`src/rtl/pipe_stall_ctrl_if.sv`:
```
// Pipeline control bundle: hazard/status inputs from the datapath and the
// per-stage enable/clear, redirect and stall-count outputs back to it.
interface pipe_stall_ctrl_if #(
  parameter int PC_W  = 32,
  parameter int CNT_W = 32
);
  logic             inst_busy;
  logic             data_busy;
  logic             load_use;
  logic             div_req;
  logic             div_done;
  logic             exc_req;
  logic [PC_W-1:0]  exc_target;
  logic             enF, enD, enE, enM, enW;
  logic             clrD, clrE, clrM, clrW;
  logic             redirect;
  logic [PC_W-1:0]  redirect_pc;
  logic [CNT_W-1:0] stall_cycles;

  modport master (
    input  inst_busy, data_busy, load_use, div_req, div_done, exc_req, exc_target,
    output enF, enD, enE, enM, enW, clrD, clrE, clrM, clrW,
    output redirect, redirect_pc, stall_cycles
  );

  modport slave (
    output inst_busy, data_busy, load_use, div_req, div_done, exc_req, exc_target,
    input  enF, enD, enE, enM, enW, clrD, clrE, clrM, clrW,
    input  redirect, redirect_pc, stall_cycles
  );
endinterface

```
`src/rtl/pipe_stall_ctrl.sv`:
```
// Pipeline stall/flush controller: sole source of F/D/E/M/W register
// enables and clears, with exception drain-then-redirect sequencing.
//
//   state   | meaning
//   --------+-----------------------------------------------------------
//   S_RUN   | normal flow; hazards resolved combinationally each cycle
//   S_DIV   | waiting on divider; E held, bubbles into M
//   S_DRAIN | exception taken; pipeline frozen until bus goes idle
//   S_REDIR | single cycle: redirect PC and flush D..W
module pipe_stall_ctrl #(
  parameter int PC_W  = 32,
  parameter int CNT_W = 32
) (
  input logic             clk,
  input logic             rst,
  pipe_stall_ctrl_if.master bus
);

  typedef enum logic [1:0] {S_RUN, S_DIV, S_DRAIN, S_REDIR} state_t;

  state_t           state, next_state;
  logic [PC_W-1:0]  target;
  logic [CNT_W-1:0] stall_cnt;
  logic             latch_tgt;
  logic             en_f, en_d, en_e, en_m, en_w;
  logic             clr_d, clr_e, clr_m, clr_w;
  logic             redir;
  logic [PC_W-1:0]  redir_pc;

  // State and latched exception target
  always_ff @(posedge clk) begin
    if (rst) begin
      state  <= S_RUN;
      target <= '0;
    end else begin
      state <= next_state;
      if (latch_tgt) target <= bus.exc_target;
    end
  end

  // Stall cycle counter: counts fetch-stalled cycles, saturates at all-ones
  always_ff @(posedge clk) begin
    if (rst) stall_cnt <= '0;
    else if (!en_f && (stall_cnt != '1)) stall_cnt <= stall_cnt + CNT_W'(1);
  end

  // Next state and stage enables/clears
  always_comb begin
    next_state = state;
    latch_tgt  = 1'b0;
    en_f = 1'b1; en_d = 1'b1; en_e = 1'b1; en_m = 1'b1; en_w = 1'b1;
    clr_d = 1'b0; clr_e = 1'b0; clr_m = 1'b0; clr_w = 1'b0;
    redir    = 1'b0;
    redir_pc = '0;
    if (rst) begin
      en_f = 1'b0; en_d = 1'b0; en_e = 1'b0; en_m = 1'b0; en_w = 1'b0;
      clr_d = 1'b1; clr_e = 1'b1; clr_m = 1'b1; clr_w = 1'b1;
      next_state = S_RUN;
    end else if (((state == S_RUN) || (state == S_DIV)) && bus.exc_req) begin
      // Freeze everything; the faulting M instruction must not retire
      en_f = 1'b0; en_d = 1'b0; en_e = 1'b0; en_m = 1'b0; en_w = 1'b0;
      latch_tgt  = 1'b1;
      next_state = (bus.inst_busy || bus.data_busy) ? S_DRAIN : S_REDIR;
    end else begin
      case (state)
        S_RUN: begin
          if (bus.data_busy) begin
            en_f = 1'b0; en_d = 1'b0; en_e = 1'b0; en_m = 1'b0;
            clr_w = 1'b1;
          end else if (bus.div_req && !bus.div_done) begin
            en_f = 1'b0; en_d = 1'b0; en_e = 1'b0;
            clr_m = 1'b1;
            next_state = S_DIV;
          end else if (bus.load_use) begin
            en_f = 1'b0; en_d = 1'b0;
            clr_e = 1'b1;
          end else if (bus.inst_busy) begin
            en_f = 1'b0;
            clr_d = 1'b1;
          end
        end
        S_DIV: begin
          if (bus.data_busy) begin
            en_f = 1'b0; en_d = 1'b0; en_e = 1'b0; en_m = 1'b0;
            clr_w = 1'b1;
          end else if (bus.div_done) begin
            next_state = S_RUN;
          end else begin
            en_f = 1'b0; en_d = 1'b0; en_e = 1'b0;
            clr_m = 1'b1;
          end
        end
        S_DRAIN: begin
          en_f = 1'b0; en_d = 1'b0; en_e = 1'b0; en_m = 1'b0; en_w = 1'b0;
          if (!bus.inst_busy && !bus.data_busy) next_state = S_REDIR;
        end
        S_REDIR: begin
          redir    = 1'b1;
          redir_pc = target;
          clr_d = 1'b1; clr_e = 1'b1; clr_m = 1'b1; clr_w = 1'b1;
          next_state = S_RUN;
        end
        default: next_state = S_RUN;
      endcase
    end
  end

  assign bus.enF          = en_f;
  assign bus.enD          = en_d;
  assign bus.enE          = en_e;
  assign bus.enM          = en_m;
  assign bus.enW          = en_w;
  assign bus.clrD         = clr_d;
  assign bus.clrE         = clr_e;
  assign bus.clrM         = clr_m;
  assign bus.clrW         = clr_w;
  assign bus.redirect     = redir;
  assign bus.redirect_pc  = redir_pc;
  assign bus.stall_cycles = stall_cnt;

endmodule

```
`src/flat_wrapper.sv`:
```
// flat-port wrapper written by rule: the top's interface ports become plain ports
module pipe_stall_ctrl_flat 
#(
  parameter int PC_W  = 32,
  parameter int CNT_W = 32
)
  (clk, rst, bus_inst_busy, bus_data_busy, bus_load_use, bus_div_req, bus_div_done, bus_exc_req, bus_exc_target, bus_enF, bus_enD, bus_enE, bus_enM, bus_enW, bus_clrD, bus_clrE, bus_clrM, bus_clrW, bus_redirect, bus_redirect_pc, bus_stall_cycles);
  pipe_stall_ctrl_if #(.PC_W(PC_W), .CNT_W(CNT_W)) bus_i ();
  input logic clk;
  input logic rst;
  input wire logic [$bits(bus_i.inst_busy)-1:0] bus_inst_busy;
  input wire logic [$bits(bus_i.data_busy)-1:0] bus_data_busy;
  input wire logic [$bits(bus_i.load_use)-1:0] bus_load_use;
  input wire logic [$bits(bus_i.div_req)-1:0] bus_div_req;
  input wire logic [$bits(bus_i.div_done)-1:0] bus_div_done;
  input wire logic [$bits(bus_i.exc_req)-1:0] bus_exc_req;
  input wire logic [$bits(bus_i.exc_target)-1:0] bus_exc_target;
  output wire logic [$bits(bus_i.enF)-1:0] bus_enF;
  output wire logic [$bits(bus_i.enD)-1:0] bus_enD;
  output wire logic [$bits(bus_i.enE)-1:0] bus_enE;
  output wire logic [$bits(bus_i.enM)-1:0] bus_enM;
  output wire logic [$bits(bus_i.enW)-1:0] bus_enW;
  output wire logic [$bits(bus_i.clrD)-1:0] bus_clrD;
  output wire logic [$bits(bus_i.clrE)-1:0] bus_clrE;
  output wire logic [$bits(bus_i.clrM)-1:0] bus_clrM;
  output wire logic [$bits(bus_i.clrW)-1:0] bus_clrW;
  output wire logic [$bits(bus_i.redirect)-1:0] bus_redirect;
  output wire logic [$bits(bus_i.redirect_pc)-1:0] bus_redirect_pc;
  output wire logic [$bits(bus_i.stall_cycles)-1:0] bus_stall_cycles;
  assign bus_i.inst_busy = bus_inst_busy;
  assign bus_i.data_busy = bus_data_busy;
  assign bus_i.load_use = bus_load_use;
  assign bus_i.div_req = bus_div_req;
  assign bus_i.div_done = bus_div_done;
  assign bus_i.exc_req = bus_exc_req;
  assign bus_i.exc_target = bus_exc_target;
  assign bus_enF = bus_i.enF;
  assign bus_enD = bus_i.enD;
  assign bus_enE = bus_i.enE;
  assign bus_enM = bus_i.enM;
  assign bus_enW = bus_i.enW;
  assign bus_clrD = bus_i.clrD;
  assign bus_clrE = bus_i.clrE;
  assign bus_clrM = bus_i.clrM;
  assign bus_clrW = bus_i.clrW;
  assign bus_redirect = bus_i.redirect;
  assign bus_redirect_pc = bus_i.redirect_pc;
  assign bus_stall_cycles = bus_i.stall_cycles;
  pipe_stall_ctrl #(.PC_W(PC_W), .CNT_W(CNT_W)) u_core (.clk(clk), .rst(rst), .bus(bus_i));
endmodule
```
`config.mk`:
```
export PLATFORM = sky130hd
export DESIGN_NAME = pipe_stall_ctrl_flat
export DESIGN_NICKNAME = d
export VERILOG_FILES = /design/src/rtl/pipe_stall_ctrl_if.sv /design/src/rtl/pipe_stall_ctrl.sv /design/src/flat_wrapper.sv
export SDC_FILE = /design/constraint.sdc
export NUM_CORES = 1
export LEC_CHECK = 0
export ABC_AREA = 1
export BUFFER_PORTS_ARGS = -buffer_cell sky130_fd_sc_hd__buf_2
export CORE_ASPECT_RATIO = 0.75
export CORE_MARGIN = 3
export CORE_UTILIZATION = 48
export DETAILED_ROUTE_END_ITERATION = 8
export GPL_TIMING_DRIVEN = 0
export PLACE_DENSITY_LB_ADDON = 0.08
export SETUP_SLACK_MARGIN = 0.05
export SYNTH_ARGS = -nofsm -noshare
export SYNTH_HDL_FRONTEND = slang
export SYNTH_SLANG_ARGS = --single-unit
```
`constraint.sdc`:
```
create_clock -name clk -period 2.4 [get_ports clk]
set_input_delay 0.24 -clock clk [delete_from_list [all_inputs] [get_ports clk]]
set_output_delay 0.24 -clock clk [all_outputs]
set_load 0.03 [all_outputs]
```
* Yosys cells after proc, flatten, opt, wreduce, memory -nomap -nowiden
Cells that the tools add are included.
** Storage, ports and cells
- Bits in registers :: 66
- Input bits :: 40
- Output and inout bits :: 74
- Word-level logic and storage cells :: 93
** Operators by class
- Add/sub/neg operators :: 1
- Equal/unequal tests :: 9
- Muxes and demuxes :: 67
- Reductions and logical operators :: 13
** Operator list (number)
- $mux 32 :: 3
- $mux 1 :: 49
- $add 32x1->32 const B :: 1
- $ne 32x32->1 const B :: 1
- $mux 2 :: 6
- $ne 3x3->1 const B :: 4
- $pmux 1 s3 :: 4
- $pmux 1 s2 :: 4
- $pmux 2 s4 :: 1
- $reduce_and 5->1 :: 1
- $eq 2x2->1 const B :: 2
- $logic_and 1x1->1 :: 4
- $logic_not 1->1 :: 4
- $ne 3x1->1 const B :: 1
- $eq 2x1->1 const B :: 1
- $logic_not 2->1 :: 1
- $logic_or 1x1->1 :: 2
- $reduce_or 2->1 :: 1

* Depth between registers and ports, before layout
Gate-level depths: netlist (run 1).
- Depth after elaboration :: 9
- Depth in mapped cells :: 12
- Mapped depth without buffers :: 11

* Worst setup path before layout (run 1)
OpenSTA, ideal clock, no wires.
- Path kind :: reg2out
- Start point :: register u_core.state[1]
- End point :: output bus_clrD
- Arrival time :: 1.964 ns
- Data required time :: 2.160 ns
- Slack :: 0.196 ns
- Stages on the path, launching flop included :: 7
- Buffers on the path :: 0
- Path through :: dfxtp_1 -> inv_1 -> ha_1 -> nor2_1 -> nor2_4 -> or2_2 -> o21ai_0
** On the way
- Cells in the longest elaborated chain, start to end :: 5
- Elaborated cells on any way between the ends :: 8
- Classes of those cells :: eq/ne (2); mux (3); reduce/logical (3)
** Ends and longest elaborated chain
- from (decl) :: line pipe_stall_ctrl.sv:21 : state_t state, next_state;
- from (signal assigned) :: line pipe_stall_ctrl.sv:36 : state <= next_state;
- parallel branches: the longest is 3 deep, another holds $eq 2x2->1
- $mux 1 * :: line pipe_stall_ctrl.sv:59 : end else if (((state == S_RUN) || (state == S_DIV)) && bus.exc_req) begin
- $mux 1 * :: line pipe_stall_ctrl.sv:55 : if (rst) begin
- to (decl) :: line flat_wrapper.sv:23 : output wire logic [$bits(bus_i.clrD)-1:0] bus_clrD;
Mark *: on every way between the ends.

* Final worst setup path (run 1)
- Start point :: register u_core.state[0]
- End point :: output bus_redirect_pc[6]
** On the way
- Cells in the longest elaborated chain, start to end :: 5
- Elaborated cells on any way between the ends :: 8
- Classes of those cells :: eq/ne (2); mux (3); reduce/logical (3)
** Ends and longest elaborated chain
- $eq 2x1->1 or $logic_not 2->1 (tied branches) :: line pipe_stall_ctrl.sv:59
- $logic_or 1x1->1 :: line pipe_stall_ctrl.sv:59
- $logic_and 1x1->1 :: line pipe_stall_ctrl.sv:59
- $mux 32 * :: line pipe_stall_ctrl.sv:59
- $mux 32 * :: line pipe_stall_ctrl.sv:55
- to (decl) :: line flat_wrapper.sv:28 : output wire logic [$bits(bus_i.redirect_pc)-1:0] bus_redirect_pc;
Mark *: on every way between the ends. The rest lies on a longest branch, timed or not.

==> impl_results.md, run 1 <==
* CP max FO at 10
* Initial Util at 0.507
* Syn Area/Cell at 6.30 sq um
* Number of global-route vias before repair at 3738
* CTS buffer count at 9
* Pleak at 2.08 nW
* Critical path origin: u_core.state[0]
* Worst-Skew Late Latency at 0.35 ns
* Initial drt markers at 309
* Final nets at 774
* Max VDD drop at 440 uV
* Post-CTS Hold Fix Bufs at 0
* Core Util, Final at 0.647
* Layout Skew at 0.00639 ns
* Yosys reg bits at 66
* Final Cycle Share at 0.941
* Minimum clock period at 2.26 ns
* Unrepaired setup endpoints after global routing: false
* Run status: completed
* Number of port buffers at 112
* Rows at 27
* Area Growth Syn to Fin at 27.7%
* Via-to-Cell Ratio at 5.06
* Pwr Total at 3.53 mW
* First-pass GRT wire length at 18200 microns
* Post-route antenna net violation count at 0
* Io pins at 114
* Final Hold Viols at 0
* Initial antenna violation count at 0
* Post-Syn Instances at 603
* Routed len/inst at 13.7 microns
* Hpwl dp at 8540 microns
* Post-synthesis sequential area ratio at 0.348
* Reg clk slew, reported paths at 0.08 ns
* Hold WS at 0.128 ns
* Power Density at 727 nW/um^2
* Hold Path Class: input pin to flop
* Final instance area at 4850 sq um
* Max Slew Vio Count at 0
* Root Driver: clkbuf_8
* Final TNS setup at 0 ns
* Crit. End Element: output port
* Longest Clk Path Bufs at 2
* RR Startpoint: u_core.bus.stall_cycles[0]
* Clk sinks at 66
* H-tree levels at 3
* Most frequent cells in the layout: nand2_1, buf_2, nor2_1
* Crit path kind: flop to output port
* Post-route DRC violation count at 0
* Post-synthesis cell area at 3800 sq um
* Core Area at 7500 sq um
* Critical path data arrival time at 2.02 ns
* Setup violators final at 0
* Least-Margin Pin Slew at 0.821 ns
* Worst Min Path Start: bus_exc_target[27]
* Largest net degree at the start of global routing at 14
* 1st-pass router iterations at 7
* Slew headroom at 0.453
* Via count at 4218
* Die height at 83.0 microns
* Diodes inserted at 0
* CTS tree: done
* Tot GR Track Use at 0.254
* Setup crit start kind: flop
* Count of cell types in the netlist at 27
* Post-DP Area at 4490 sq um
* Commonest non-fill, non-tap cell in the layout: nand2_1
* Gr ovfl total at 0
* GP Congestion at 0.949
* YS warnings at 0
* FMAX at 0.443 GHz
* Mapped Nets at 649
* Die width at 109 microns
* Critical Path RT at 2.16 ns
* DRT Wirelength at 11400 microns
* MaxCap Viol Count at 0
* Die ar. at 9030 sq um
* Share of layout cells above drive strength 1 at 0.259
synth_stat cells (all sizes together):
library cell  number  share of area
o21a               1         0.0020
a21oi             62           0.10
a31oi              2         0.0033
xnor2              5          0.012
ha                 6          0.020
o21ai              9          0.012
inv               41          0.041
nand3             25          0.033
nand4              8          0.013
or2                1         0.0016
nor3               1         0.0013
buf                9          0.021
o21bai             1         0.0020
clkbuf            15          0.015
o31ai              1         0.0020
nand2            229           0.23
xor2               8          0.018
dfxtp             66           0.35
nor2             113           0.12
logic make-up (layout without fill, tap and decap cells):
group | count (synthesis) | after routing | share of synthesized area
AND/OR/NAND/NOR | 377 | 377 | 0.403
adder cells (fa/ha/maj) | 6 | 6 | 0.0198
XOR/XNOR | 13 | 13 | 0.0300
flip-flops | 66 | 66 | 0.348
buffers and inverters | 65 | 195 | 0.0764
AO/OA/AOI/OAI | 76 | 76 | 0.123
stage by stage:
step,std cells,setup WS [ns]
3_3_place_gp,816,0.182
6_report,834,0.142
4_1_cts,833,0.0555
2_1_floorplan,603,0.196
3_5_place_dp,816,0.0943
5_1_grt,834,0.0470
worst max-delay path: stages (launching register included):
cell	delay, ns
dfxtp_4	0.39
inv_1	0.11
ha_4	0.20
nor2_4	0.12
nor2_4	0.07
inv_1	0.08
buf_6	0.14
buf_6	0.14
nand2_1	0.07
nor2_1	0.11
buf_2	0.22
worst paths after layout:
kind / endpoint / depth (start not counted) / slack, ns
worst max register to register: u_core.bus.stall_cycles[9] / 11 / 0.28
worst min register to register: u_core.target[23] / 2 / 0.47
worst max-delay path: bus_redirect_pc[6] / 10 / 0.14
worst min-delay path: u_core.target[27] / 3 / 0.13
metal layers:
layer / vias up / track usage / part of all wire
li1: 2139 / - / -
met4: 0 / 0.0677 / 0.014
met3: 15 / 0.0622 / 0.077
met2: 152 / 0.371 / 0.43
met1: 1912 / 0.372 / 0.48
met5: - / 0 / 0
flip-flops by register name (all words and copies together), names as in the netlist:
name / flops
u_core.bus.stall_cycles: 32
u_core.target: 32
u_core.state: 2
cell type report:
cell class | instances | area [sq um]
fillers | 729 | 2650
multi-input cells | 472 | 2240
flip-flops and latches | 66 | 1330
repair buffers | 114 | 591
plain buffers | 24 | 163
inverters | 41 | 154
well taps | 101 | 126
clock inverters | 7 | 125
clock buffers | 9 | 124
where the power goes:
group          switching, mW  total [mW]  internal, mW  leakage [nW]
Combinational          0.662        1.03         0.371          1.41
Clock                  0.492        1.19         0.699         0.124
Sequential            0.0729        1.30          1.23         0.539
Total                   1.23        3.53          2.30          2.08
timing repair:
| item | 4_1_cts | 5_1_grt |
|---|---|---|
| setup endpoints to repair | 38 | 34 |
| pin swaps | 2 | 2 |
| buffers inserted | 1 | 1 |
| gates resized for setup | 13 | 28 |
No activity file was read; power rests on OpenSTA's default activity.
==> run 2: changes to the inputs <==
--- a/config.mk
+++ b/config.mk
@@ -9,8 +9,9 @@
 export BUFFER_PORTS_ARGS = -buffer_cell sky130_fd_sc_hd__buf_2
 export CORE_ASPECT_RATIO = 0.75
 export CORE_MARGIN = 3
-export CORE_UTILIZATION = 48
+export CORE_UTILIZATION = 40
 export DETAILED_ROUTE_END_ITERATION = 8
+export GPL_ROUTABILITY_DRIVEN = 0
 export GPL_TIMING_DRIVEN = 0
 export PLACE_DENSITY_LB_ADDON = 0.08
 export SETUP_SLACK_MARGIN = 0.05
==> impl_results.md, run 2 (synthesis results as in run 1) <==
* MaxCap Viol Count at 0
* Max VDD drop at 350 uV
* Critical path data arrival time at 2.00 ns
* Hold Path Class: input pin to flop
* R2R cell count at 11
* Routed len/inst at 13.2 microns
* Final nets at 774
* Critical path origin: u_core.state[0]
* Slew headroom at 0.474
* Initial antenna violation count at 0
* Most frequent cells in the layout: nand2_1, nor2_1, buf_2
* Io pins at 114
* Root Driver: clkbuf_16
* Final Cycle Share at 0.935
* Gr ovfl total at 0
* CP max stage delay at 0.39 ns
* Worst-Skew Late Latency at 0.34 ns
* Least-Margin Pin Slew at 0.789 ns
* Critical path destination: bus_redirect_pc[13]
* R2R Setup Slk at 0.36 ns
* Reg area at 1330 sq um
* R2R Path End: u_core.bus.stall_cycles[9]
* Final Hold Viols at 0
* Share of layout cells above drive strength 1 at 0.255
* Core Area at 9160 sq um
* Crit path kind: flop to output port
* Post-route DRC violation count at 0
* Number of port buffers at 112
* Setup crit start kind: flop
* Largest net degree at the start of global routing at 13
* Crit. End Element: output port
* CTS tree: done
* CP max FO at 10
* Run status: completed
* Finished Layout Cells at 861
* Die height at 90.4 microns
* Number of global-route vias before repair at 3705
* Layout Skew at 0.00721 ns
* Area Growth Syn to Fin at 29.9%
* Tot GR Track Use at 0.210
* Pleak at 2.08 nW
* Die width at 119 microns
* Hold WS at 0.145 ns
* DRT Wirelength at 11300 microns
* Hpwl dp at 8480 microns
* Power Density at 736 nW/um^2
* Final TNS setup at 0 ns
* Core Util, Final at 0.539
* Via count at 4181
* Fill count at 962
* CTS buffer count at 9
* 1st-pass router iterations at 6
* Dpl cells at 843
* RR Startpoint: u_core.bus.stall_cycles[0]
* Clk sinks at 66
* H-tree levels at 3
* Setup violators final at 0
* Post-route antenna net violation count at 0
* Footprint of the multi-input gates at 2230 sq um
* Initial Util at 0.415
* Unrepaired setup endpoints after global routing: false
* Pwr Total at 3.63 mW
* FMAX at 0.446 GHz
* Critical Path RT at 2.16 ns
* Commonest non-fill, non-tap cell in the layout: nand2_1
* Die ar. at 10700 sq um
* Max Slew Vio Count at 0
* Initial drt markers at 311
* First-pass GRT wire length at 18300 microns
* Longest Clk Path Bufs at 2
* Slowest CP cell: clkbuf_1
* Crit path cell chain: ha_1 > inv_1 > nor2_1 > inv_1 > clkbuf_1 > nor2_1 > buf_4
* Diodes inserted at 0
* Rows at 30
* Reg clk slew, reported paths at 0.06 ns
* Via-to-Cell Ratio at 4.86
* Minimum clock period at 2.24 ns
==> run 2: how the worst min path moves through the flow <==
stage	end	cells after the start	slack [ns]	start
after global routing	u_core.target[18]	3	0.15	bus_exc_target[18]
final	u_core.target[31]	3	0.14	bus_exc_target[31]
after floorplan	u_core.target[0]	2	0.39	bus_exc_target[0]
after global placement	u_core.target[15]	2	0.46	u_core.target[15]
after CTS	u_core.target[18]	3	0.14	bus_exc_target[18]
after detailed placement	u_core.target[30]	2	0.46	u_core.target[30]
==> run 2: timing repair <==
item | in CTS | in global routing
hold endpoints to repair | 0 | 0
gates cloned | 0 | 0
setup buffers | 0 | 2
pin swaps | 0 | 1
gates resized for setup | 25 | 18
hold buffers | 0 | 0
endpoints found under the setup margin | 36 | 34
==> run 2: worst max-delay path: cells and delay by family (launching register included) <==
kind	cells	cell delay [ns]
buffers and inverters	4	0.86
DFF	1	0.36
adders and majority gates	1	0.24
and+or+nand+nor	2	0.20
==> run 2: layout make-up <==
class                           instances  area share
Clock buffer                           10      0.0464
Multi-Input combinational cell        472       0.451
Buffer                                 24      0.0312
Clock inverter                          6      0.0134
Tap cell                              128      0.0325
Timing Repair Buffer                  114       0.125
Inverter                               41      0.0312
Sequential cell                        66       0.269
==> run 2: routing by layer <==
metal / part of all wire / GRT usage / vias to the layer above
li1: - / - / 2140
met1: 0.49 / 0.304 / 1870
met2: 0.41 / 0.299 / 160
met3: 0.087 / 0.0726 / 11
met4: 0.010 / 0.0463 / 0
met5: 0 / 0 / -
==> run 2: power breakdown <==
part / total [mW] / switching [mW] / internal (mW)
sequential: 1.30 / 0.0692 / 1.23
combinational: 1.00 / 0.646 / 0.355
clock: 1.33 / 0.525 / 0.806
total: 3.63 / 1.24 / 2.39
==> run 2: metrics by stage <==
| step | setup slack [ns] | cell area (sq um) |
|---|---|---|
| floorplan | 0.196 | 3800 |
| global placement | 0.0918 | 4520 |
| detailed placement | 0.0622 | 4520 |
| CTS | 0.0388 | 4870 |
| global route | 0.0376 | 4930 |
| finish | 0.157 | 4930 |
==> run 3: changes to the inputs <==
--- a/config.mk
+++ b/config.mk
@@ -5,7 +5,6 @@
 export SDC_FILE = /design/constraint.sdc
 export NUM_CORES = 1
 export LEC_CHECK = 0
-export ABC_AREA = 1
 export BUFFER_PORTS_ARGS = -buffer_cell sky130_fd_sc_hd__buf_2
 export CORE_ASPECT_RATIO = 0.75
 export CORE_MARGIN = 3
==> impl_results.md, run 3 <==
* Minimum clock period at 2.29 ns
* Layout Skew at 0.00555 ns
* Count leader, synth: nand2_1
* Longest Clk Path Bufs at 2
* Commonest non-fill, non-tap cell in the layout: buf_2
* Top sig layer: met4
* Final nets at 611
* Core Area at 8160 sq um
* Finished Layout Cells at 675
* Number of global-route vias before repair at 3432
* Die width at 114 microns
* Via-to-Cell Ratio at 5.47
* Share of layout cells above drive strength 1 at 0.351
* Crit. End Element: flop
* Tot GR Track Use at 0.216
* Pre-CTS setup slack at -0.532 ns
* Critical path origin: u_core.state[0]
* Final Cycle Share at 0.952
* Worst-Skew Late Latency at 0.33 ns
* Initial antenna violation count at 0
* YS warnings at 0
* Initial Util at 0.427
* Synth area leader: dfxtp_1
* Routed len/inst at 15.6 microns
* Post-synthesis async set-or-reset flop share at 0
* Yosys reg bits at 66
* Post-synthesis sequential area ratio at 0.379
* Critical path depth at 9
* Reg clk slew, reported paths at 0.05 ns
* Gr ovfl total at 0
* EDFF count, synth at 0
* Fill count at 791
* H-tree levels at 3
* Via count at 3692
* Syn Area/Cell at 8.00 sq um
* Met3 WL post-DR at 755 microns
* Pleak at 2.02 nW
* RR Startpoint: u_core.state[0]
* Root Driver: clkbuf_16
* Post-synth top area share at 0.379
* Slowest CP cell: or4_2
* Power Density at 728 nW/um^2
* Crit path cell chain: inv_1 > ha_1 > clkbuf_4 > nand4b_1 > a21oi_4 > buf_4 > buf_4 > or4_2 > a21oi_2
* Cell mode on critical path: buf_4
* R2R cell count at 9
* Setup violators final at 0
* Number of port buffers at 113
* Post-synthesis cell area at 3480 sq um
* Dpl cells at 653
* DRT Wirelength at 10500 microns
* Unrepaired setup endpoints after global routing: true
* Hold Path Class: input pin to flop
* CP max stage delay at 0.66 ns
* Pwr Total at 3.53 mW
* Final Hold Viols at 0
* Most frequent cells in the layout: buf_2, nand2_1, dfxtp_1
* Setup crit start kind: flop
* Io pins at 114
* Synth top area cells: dfxtp_1, a21oi_1, nand2_1, and2_1, o31ai_1
* CTS buffer count at 9
* Rows at 28
* Met2 WL at 4630 microns
* Die ar. at 9870 sq um
* CTS tree: done
* Post-route DRC violation count at 0
* WP buf/inv at 4
* Clk sinks at 66
* Post-Syn Instances at 435
* Critical path data arrival time at 2.54 ns
* First-pass GRT wire length at 17000 microns
* Post-route antenna net violation count at 0
* M1 WL at 4980 microns
* Largest net degree at the start of global routing at 12
* CP delay by family, top: simple AND/OR/NAND/NOR gates
* Worst Min Path Start: bus_exc_target[9]
* Max VDD drop at 371 uV
* Max Slew Vio Count at 0
* Setup WS post-layout at 0.115 ns
* Initial drt markers at 153
* CP max FO at 10
* Ys flop type: dfxtp_1
* Slew headroom at 0.511
* Commonest cells in the netlist: nand2_1, dfxtp_1, a21oi_1
* Hpwl dp at 7450 microns
* WHS Path Cells at 3
* Run status: completed
* MaxCap Viol Count at 0
* Diodes inserted at 0
* Area Growth Syn to Fin at 39.2%
* Least-Margin Pin Slew at 0.734 ns
* Count of cell types in the netlist at 55
* Critical Path RT at 2.66 ns
* Mapped Nets at 481
* Crit path kind: flop to flop
* Die height at 86.8 microns
* 1st-pass router iterations at 5
* FMAX at 0.438 GHz
==> run 3: cell count changes after synthesis, moves of 9 or more <==
cell	previous run	this run
or4_2	0	9
inv_1	40	6
a21oi_2	20	1
nand2_1	221	78
and2_1	0	33
nor2_1	106	12
or4_1	0	9
a21oi_1	42	62
o31ai_1	1	19
nand3_1	25	9
==> run 3: stage by stage <==
| step | utilization | hold WS, ns | cell area (sq um) | setup TNS, ns |
|---|---|---|---|---|
| after detailed placement | 0.512 | 0.442 | 4180 | -15.14 |
| after global routing | 0.594 | 0.146 | 4850 | 0 |
| after floorplan | - | 0.376 | 3480 | 0 |
| final | 0.594 | 0.143 | 4850 | 0 |
| after CTS | 0.569 | 0.135 | 4640 | 0 |
| after global placement | 0.512 | 0.437 | 4180 | -14.27 |
==> run 3: cell type report <==
class	instances	area, sq um	area share
well taps	105	131	0.0271
clock buffers	10	239	0.0493
plain buffers	32	213	0.0439
flip-flops and latches	66	1340	0.275
repair buffers	120	756	0.156
inverters	6	22.5	0.00465
multi-input cells	330	2070	0.427
clock inverters	6	80.1	0.0165
==> run 3: logic make-up (layout without fill, tap and decap cells) <==
| logic type | Yosys count | after routing | synth area share |
|---|---|---|---|
| adder cells (fa/ha/maj) | 6 | 6 | 0.0216 |
| buffers and inverters | 39 | 174 | 0.0532 |
| AO/OA/AOI/OAI | 113 | 113 | 0.205 |
| AND/OR/NAND/NOR | 206 | 206 | 0.325 |
| multiplexers | 5 | 5 | 0.0158 |
| flip-flops | 66 | 66 | 0.379 |
==> run 3: path summary, 6_finish.rpt <==
kind	end	slack [ns]
setup reg to reg	u_core.bus.stall_cycles[21]	0.11
hold reg to reg	u_core.target[9]	0.45
setup / recovery	u_core.bus.stall_cycles[21]	0.11
hold / removal	u_core.target[9]	0.14
==> run 3: repair_timing <==
item | CTS | global route
pin swaps | 1 | 4
resized for setup | 48 | 68
hold buffers | 0 | 0
endpoints found under the setup margin | 72 | 63
buffers inserted | 3 | 4
==> run 3: worst register-to-register path, stage by stage, from the launching register on <==
cell and delay [ns]:
dfxtp_4 0.38, inv_1 0.08, ha_1 0.20, clkbuf_4 0.17
nand4b_1 0.15, a21oi_4 0.09, buf_4 0.16, buf_4 0.18
or4_2 0.66, a21oi_2 0.15
==> run 3: routing by layer <==
metal,track usage,up-vias
li1,-,1826
met1,0.309,1718
met2,0.321,134
met3,0.0516,14
met4,0.0644,0
met5,0,-
==> run 3: power breakdown <==
part / internal, mW / switching (mW) / leakage, nW
registers: 1.21 / 0.0734 / 0.540
logic: 0.309 / 0.529 / 1.32
clock network: 0.929 / 0.481 / 0.162
